**src/rtl/adc_acq_sched_if.sv**
```systemverilog
// adc_acq_sched_if: sequencer-request and buffer-control bundle
// shared between the readout sequencers and the acquisition scheduler.
interface adc_acq_sched_if #(
   parameter int NREQ = 4,
   parameter int AW   = 12,
   parameter int HW   = 8
);
   logic                 enable;
   logic [NREQ-1:0]      req;
   logic [NREQ*AW-1:0]   req_len;
   logic                 adc_phy_val;
   logic [HW-1:0]        holdoff;
   logic                 adc_trigger;
   logic [AW-1:0]        wfm_len;
   logic [NREQ-1:0]      grant;
   logic [2:0]           active_id;
   logic                 busy;
   logic                 done;
   logic [15:0]          cap_cnt;
   logic [15:0]          drop_cnt;

   modport master (
      output enable, req, req_len, adc_phy_val, holdoff,
      input  adc_trigger, wfm_len, grant, active_id,
      input  busy, done, cap_cnt, drop_cnt
   );

   modport slave (
      input  enable, req, req_len, adc_phy_val, holdoff,
      output adc_trigger, wfm_len, grant, active_id,
      output busy, done, cap_cnt, drop_cnt
   );
endinterface

```
**src/rtl/adc_acq_sched.sv**
```systemverilog
// adc_acq_sched: round-robin capture scheduler for a shared ADC buffer;
// issues trigger/length, counts captured words, enforces holdoff.
module adc_acq_sched #(
   parameter int NREQ = 4,
   parameter int AW   = 12,
   parameter int HW   = 8
) (
   input  logic           adc_phy_clk,
   input  logic           reset,
   adc_acq_sched_if.slave bus
);
   localparam int IW = (NREQ > 1) ? $clog2(NREQ) : 1;

   typedef enum logic [1:0] {IDLE, CAPT, HOLD} state_e;

   state_e          state_q, state_d;
   logic [NREQ-1:0] pend_q, pend_d;
   logic [AW-1:0]   len_q [NREQ];
   logic [AW-1:0]   len_d [NREQ];
   logic [IW-1:0]   rr_q, rr_d;
   logic [IW-1:0]   id_q, id_d;
   logic [AW-1:0]   wlen_q, wlen_d;
   logic [AW-3:0]   wcnt_q, wcnt_d;
   logic [HW-1:0]   hcnt_q, hcnt_d;
   logic            trig_q, trig_d;
   logic [15:0]     cap_q, cap_d;
   logic [15:0]     drop_q, drop_d;

   logic            busy;
   logic            done;
   logic            grant_now;
   logic            found;
   logic [IW-1:0]   win;
   logic [IW-1:0]   idx;
   logic [3:0]      ndrop;
   logic [16:0]     drop_sum;

   assign busy = (state_q != IDLE);

   // First pending index at or after the pointer, with wrap.
   always_comb begin
      found = 1'b0;
      win   = '0;
      idx   = '0;
      for (int k = 0; k < NREQ; k++) begin
         idx = IW'((32'(rr_q) + k) % NREQ);
         if (!found && pend_q[idx]) begin
            found = 1'b1;
            win   = idx;
         end
      end
   end

   always_comb begin
      state_d   = state_q;
      trig_d    = 1'b0;
      rr_d      = rr_q;
      id_d      = id_q;
      wlen_d    = wlen_q;
      wcnt_d    = wcnt_q;
      hcnt_d    = hcnt_q;
      cap_d     = cap_q;
      done      = 1'b0;
      grant_now = 1'b0;
      unique case (state_q)
         IDLE: begin
            if (bus.enable && found) begin
               grant_now = 1'b1;
               trig_d    = 1'b1;
               id_d      = win;
               wlen_d    = len_q[win];
               wcnt_d    = '0;
               rr_d      = (win == IW'(NREQ - 1)) ? '0 : win + 1'b1;
               state_d   = CAPT;
            end
         end
         CAPT: begin
            // The trigger cycle itself never counts a word.
            if (!trig_q && bus.adc_phy_val) begin
               if (wcnt_q == wlen_q[AW-1:2] - 1'b1) begin
                  done  = 1'b1;
                  cap_d = cap_q + 16'd1;
                  if (bus.holdoff != '0) begin
                     hcnt_d  = bus.holdoff;
                     state_d = HOLD;
                  end else begin
                     state_d = IDLE;
                  end
               end else begin
                  wcnt_d = wcnt_q + 1'b1;
               end
            end
         end
         HOLD: begin
            hcnt_d = hcnt_q - 1'b1;
            if (hcnt_q == HW'(1)) state_d = IDLE;
         end
         default: state_d = IDLE;
      endcase
   end

   always_comb begin
      pend_d = pend_q;
      len_d  = len_q;
      ndrop  = '0;
      if (grant_now) pend_d[win] = 1'b0;
      for (int i = 0; i < NREQ; i++) begin
         if (bus.req[i]) begin
            if (pend_q[i] || (busy && id_q == IW'(i)) ||
                bus.req_len[i*AW+2 +: AW-2] == '0) begin
               ndrop = ndrop + 4'd1;
            end else begin
               pend_d[i] = 1'b1;
               len_d[i]  = bus.req_len[i*AW +: AW];
            end
         end
      end
      drop_sum = {1'b0, drop_q} + 17'(ndrop);
      drop_d   = drop_sum[16] ? 16'hFFFF : drop_sum[15:0];
   end

   always_ff @(posedge adc_phy_clk or posedge reset) begin
      if (reset) begin
         state_q <= IDLE;
         pend_q  <= '0;
         for (int i = 0; i < NREQ; i++) len_q[i] <= '0;
         rr_q    <= '0;
         id_q    <= '0;
         wlen_q  <= '0;
         wcnt_q  <= '0;
         hcnt_q  <= '0;
         trig_q  <= 1'b0;
         cap_q   <= '0;
         drop_q  <= '0;
      end else begin
         state_q <= state_d;
         pend_q  <= pend_d;
         len_q   <= len_d;
         rr_q    <= rr_d;
         id_q    <= id_d;
         wlen_q  <= wlen_d;
         wcnt_q  <= wcnt_d;
         hcnt_q  <= hcnt_d;
         trig_q  <= trig_d;
         cap_q   <= cap_d;
         drop_q  <= drop_d;
      end
   end

   assign bus.adc_trigger = trig_q;
   assign bus.grant       = trig_q ? (NREQ'(1) << id_q) : '0;
   assign bus.active_id   = 3'(id_q);
   assign bus.wfm_len     = wlen_q;
   assign bus.busy        = busy;
   assign bus.done        = done;
   assign bus.cap_cnt     = cap_q;
   assign bus.drop_cnt    = drop_q;
endmodule

```
**src/flat_wrapper.sv**
```systemverilog
// flat-port wrapper written by rule: the top's interface ports become plain ports
module adc_acq_sched_flat 
#(
   parameter int NREQ = 4,
   parameter int AW   = 12,
   parameter int HW   = 8
)
  (adc_phy_clk, reset, bus_enable, bus_req, bus_req_len, bus_adc_phy_val, bus_holdoff, bus_adc_trigger, bus_wfm_len, bus_grant, bus_active_id, bus_busy, bus_done, bus_cap_cnt, bus_drop_cnt);
  adc_acq_sched_if #(.NREQ(NREQ), .AW(AW), .HW(HW)) bus_i ();
  input  logic adc_phy_clk;
  input  logic reset;
  input wire logic [$bits(bus_i.enable)-1:0] bus_enable;
  input wire logic [$bits(bus_i.req)-1:0] bus_req;
  input wire logic [$bits(bus_i.req_len)-1:0] bus_req_len;
  input wire logic [$bits(bus_i.adc_phy_val)-1:0] bus_adc_phy_val;
  input wire logic [$bits(bus_i.holdoff)-1:0] bus_holdoff;
  output wire logic [$bits(bus_i.adc_trigger)-1:0] bus_adc_trigger;
  output wire logic [$bits(bus_i.wfm_len)-1:0] bus_wfm_len;
  output wire logic [$bits(bus_i.grant)-1:0] bus_grant;
  output wire logic [$bits(bus_i.active_id)-1:0] bus_active_id;
  output wire logic [$bits(bus_i.busy)-1:0] bus_busy;
  output wire logic [$bits(bus_i.done)-1:0] bus_done;
  output wire logic [$bits(bus_i.cap_cnt)-1:0] bus_cap_cnt;
  output wire logic [$bits(bus_i.drop_cnt)-1:0] bus_drop_cnt;
  assign bus_i.enable = bus_enable;
  assign bus_i.req = bus_req;
  assign bus_i.req_len = bus_req_len;
  assign bus_i.adc_phy_val = bus_adc_phy_val;
  assign bus_i.holdoff = bus_holdoff;
  assign bus_adc_trigger = bus_i.adc_trigger;
  assign bus_wfm_len = bus_i.wfm_len;
  assign bus_grant = bus_i.grant;
  assign bus_active_id = bus_i.active_id;
  assign bus_busy = bus_i.busy;
  assign bus_done = bus_i.done;
  assign bus_cap_cnt = bus_i.cap_cnt;
  assign bus_drop_cnt = bus_i.drop_cnt;
  adc_acq_sched #(.NREQ(NREQ), .AW(AW), .HW(HW)) u_core (.adc_phy_clk(adc_phy_clk), .reset(reset), .bus(bus_i));
endmodule
```
**config.mk**
```make
export PLATFORM = sky130hd
export DESIGN_NAME = adc_acq_sched_flat
export DESIGN_NICKNAME = d
export VERILOG_FILES = /design/src/rtl/adc_acq_sched_if.sv /design/src/rtl/adc_acq_sched.sv /design/src/flat_wrapper.sv
export SDC_FILE = /design/constraint.sdc
export NUM_CORES = 1
export LEC_CHECK = 0
export CAP_MARGIN = 20
export CORE_MARGIN = 4
export CORE_UTILIZATION = 45
export DETAILED_ROUTE_END_ITERATION = 8
export DONT_BUFFER_PORTS = 1
export PLACE_DENSITY = 0.68
export REMOVE_ABC_BUFFERS = 1
export SETUP_SLACK_MARGIN = 0.5
export SLEW_MARGIN = 20
export SYNTH_ARGS = -nofsm -noshare
export SYNTH_HDL_FRONTEND = slang
export SYNTH_SLANG_ARGS = --single-unit
```
**constraint.sdc**
```tcl
create_clock -name adc_phy_clk -period 6.28 [get_ports adc_phy_clk]
set_clock_uncertainty 0.2 [all_clocks]
set_input_delay 0.628 -clock adc_phy_clk [delete_from_list [all_inputs] [get_ports adc_phy_clk]]
set_output_delay 0.628 -clock adc_phy_clk [all_outputs]
set_load 0.1 [all_outputs]
```
==> metrics.md <==
| Metric | Value |
|---|---|
| Mapped Cells | `599` |
| Top cell type's share of synthesized area | `0.474` |
| Synth Warn # | `0` |
| Most numerous cell in the Yosys netlist | `dfrtp_1` |
| Die W | `127 um` |
| Boundary pin count | `between 100 and 150` |
| Post-DP HPWL | `about 11 mm` |
| Grt ovf | `0` |
| Routed wire length | `about 15 mm` |
| Drc violations | `0` |
| Largest area contributor in the netlist | `dfrtp_1` |
| Layout area overhead | `12.9%` |
| CP max FO | `13` |
| Design Area, Final | `7210 um2` |
| Hold_sp | `bus_req_len[46]` |
| Vias per cell | `roughly 5.8` |
| TritonCTS clock tree | `yes` |
| Total Power | `4270 uW` |
| Post-synth ARST share | `1.00` |
| Setup crit start | `u_core.state_q[0]` |
| Largest cells by area after synthesis | `dfrtp_1 47%, mux2_2 11%, mux2i_1 4.1%` |
| CTS H-tree lvls | `4` |
| WL/cell | `19.0 um` |
| Total GRT Usage | `0.193` |
| Clock tree sinks | `121` |
| Max Freq | `189 MHz` |
| Setup Viol. Count Final | `0` |
| Pwr Density | `~600 nW/um2` |
| Final max-slew violation count | `0` |
| Slew of the pin with the lowest slew margin | `approximately 1.1 ns` |
| GP Congestion | `approximately 0.77` |
| Worst Setup Start Kind | `flop` |
| Syn avg cell area | `10.7 um2` |
| Via count | `4591` |
| Vias in the first global route | `4768` |
| CTS Buf Count | `17` |
| Dpl cell area | `6610 um2` |
| PortBufs | `0` |
| Initial antenna violation count | `0` |
| Yosys reg bits | `121` |
| Global-route wire length before repair | `between 20 and 25 mm` |
| # Max-Cap Violations | `0` |
| Slew margin rel. | `0.242` |
| Layout cells sized above 1 | `0.188` |
| Placed Cells | `766` |
| Most used DFF post-synth | `dfrtp_1` |
| Number of library cell types mapped by synthesis | `57` |
| Leak Pwr | `0.00316 uW` |
| Launching point of the worst reg2reg path | `u_core.state_q[0]` |
| Final Non-Filler Cells | `797` |
| Nets@finish | `between 600 and 700` |
| Worst-Skew Late Latency | `a little over 0.4 ns` |
| CP Class | `flop to flop` |
| RSZ-0062 raised after global routing | `false` |
| Row count | `43` |
| Initial DRC Count | `253` |
| Post-CTS Setup Repair Bufs | `0` |
| Sequential fraction of the synthesis area | `0.474` |
| Final Hold Fails | `0` |
| First-pass DRT Iterations | `4` |
| Post-Synthesis Cell Area | `~6400 um2` |
| Worst EP arrival | `~5.4 ns` |
| Synth top cells by count | `121 x dfrtp_1, 64 x mux2_2, 62 x nand2_1` |
| Initial core utilization | `0.460` |
| Final Cycle Share | `0.845` |
| Core area | `13900 um2` |
| Outcome | `finished, final reports clean` |
| Fin Setup TNS | `0 ns` |
| Clock Pin Slew Worst Setup and Hold Paths | `0.06 ns` |
| CTS root buf | `clkbuf_16` |
| CP Capture Type | `flop` |
| Pin count of the biggest net entering global routing | `79` |
| VDD IR-drop max | `0.000298 V` |
| DIE HEIGHT | `127 um` |
| Die area | `roughly 16000 um2` |
| Clock buffer depth | `2` |
| Post-DRT Antenna Nets | `0` |
| Post-synth EDFFs | `0` |
| Req. time, crit path | `around 6.4 ns` |
| Ant diodes | `0` |
| Worst hold path type | `primary input to flop` |
| Final min period | `5.30 ns` |
## timing repair
item | 4_1_cts | 5_1_grt
hold endpoints to repair | 43 | 0
hold buffers | 1 | 0
resized for setup | 0 | 0
## metal layers
metal | track usage | part of all wire | up-vias
li1 | - | - | 2170
met1 | 0.224 | 0.41 | 2282
met2 | 0.323 | 0.50 | 114
met3 | 0.0748 | 0.073 | 25
met4 | 0.0738 | 0.023 | 0
met5 | 0 | 0 | -
## flip-flops by register name (all words and copies together), names as in the netlist
name,count
u_core.len_q,48
u_core.bus.cap_cnt,16
u_core.bus.drop_cnt,16
u_core.bus.wfm_len,12
u_core.wcnt_q,10
u_core.hcnt_q,8
u_core.pend_q,4
u_core.id_q,2
u_core.rr_q,2
u_core.state_q,2
u_core.bus.adc_trigger,1
## worst paths after layout
path                                           to  slack, ns  cells past startpoint
max                        u_core.bus.drop_cnt[8]       0.98                     18
min                              u_core.len_q[10]       0.16                      1
max reg2reg                u_core.bus.drop_cnt[8]       0.98                     18
min reg2reg                      u_core.hcnt_q[7]       0.28                      1
max in group asynchronous        u_core.pend_q[3]       3.94                      3
min in group asynchronous        u_core.len_q[23]       0.54                      2
## area by class of cell
type | instances | area, um2
multi-input cells | 434 | 3190
flip-flops and latches | 121 | 3030
repair buffers | 10 | 95.1
clock inverters | 6 | 88.8
inverters | 22 | 85.1
well taps | 180 | 225
fillers | 1253 | 6670
clock buffers | 24 | 502
## placed cells by master (no fill, tap or decap), drive strengths merged, types with 11 or more instances in the layout
cell / count
xor2: 14
a21oi: 11
mux2: 64
o21ai: 28
nor4: 19
inv: 21
and3: 13
nor2: 20
ha: 16
nand3: 30
mux2i: 26
dfrtp: 121
nand2: 62
xnor2: 23
clkbuf: 25
## critical path, cell delays in order (launching register included)
cell and delay, ns:
dfrtp_1 0.40, nor2_1 0.23, inv_1 0.47, a311o_1 0.54, ha_1 0.28, mux2i_1 0.23
inv_1 0.10, ha_1 0.30, mux2_2 0.29, ha_1 0.28, mux2_2 0.16, inv_1 0.05
fa_1 0.39, nor2b_1 0.14, o21ai_0 0.09, nand2b_1 0.17, nand2b_1 0.14, or3_1 0.58
o21ai_0 0.16
## metrics by stage
step                      utilization  hold WS [ns]  setup slack [ns]
after floorplan                     -         0.241              1.30
after detailed placement        0.476         0.275             0.787
final                           0.520         0.162             0.976
after global placement          0.476         0.266              1.02
after global routing            0.520         0.142             0.665
after CTS                       0.519         0.146             0.964
## power by group
group	internal (uW)	total, uW	switching, uW
clock	632	966	334
combinational	677	1500	824
sequential	1060	1800	739
## kinds of logic after synthesis
| kind of cell | count (synthesis) | share of synthesized area |
|---|---|---|
| AO/OA/AOI/OAI | 80 | 0.0827 |
| other | 1 | 0.000587 |
| AND/OR/NAND/NOR | 209 | 0.175 |
| adder cells (fa/ha/maj) | 17 | 0.0345 |
| buffers and inverters | 44 | 0.0290 |
| flip-flops | 121 | 0.474 |
| multiplexers | 90 | 0.154 |
| XOR/XNOR | 37 | 0.0507 |
(Power assumes the default switching activity.)
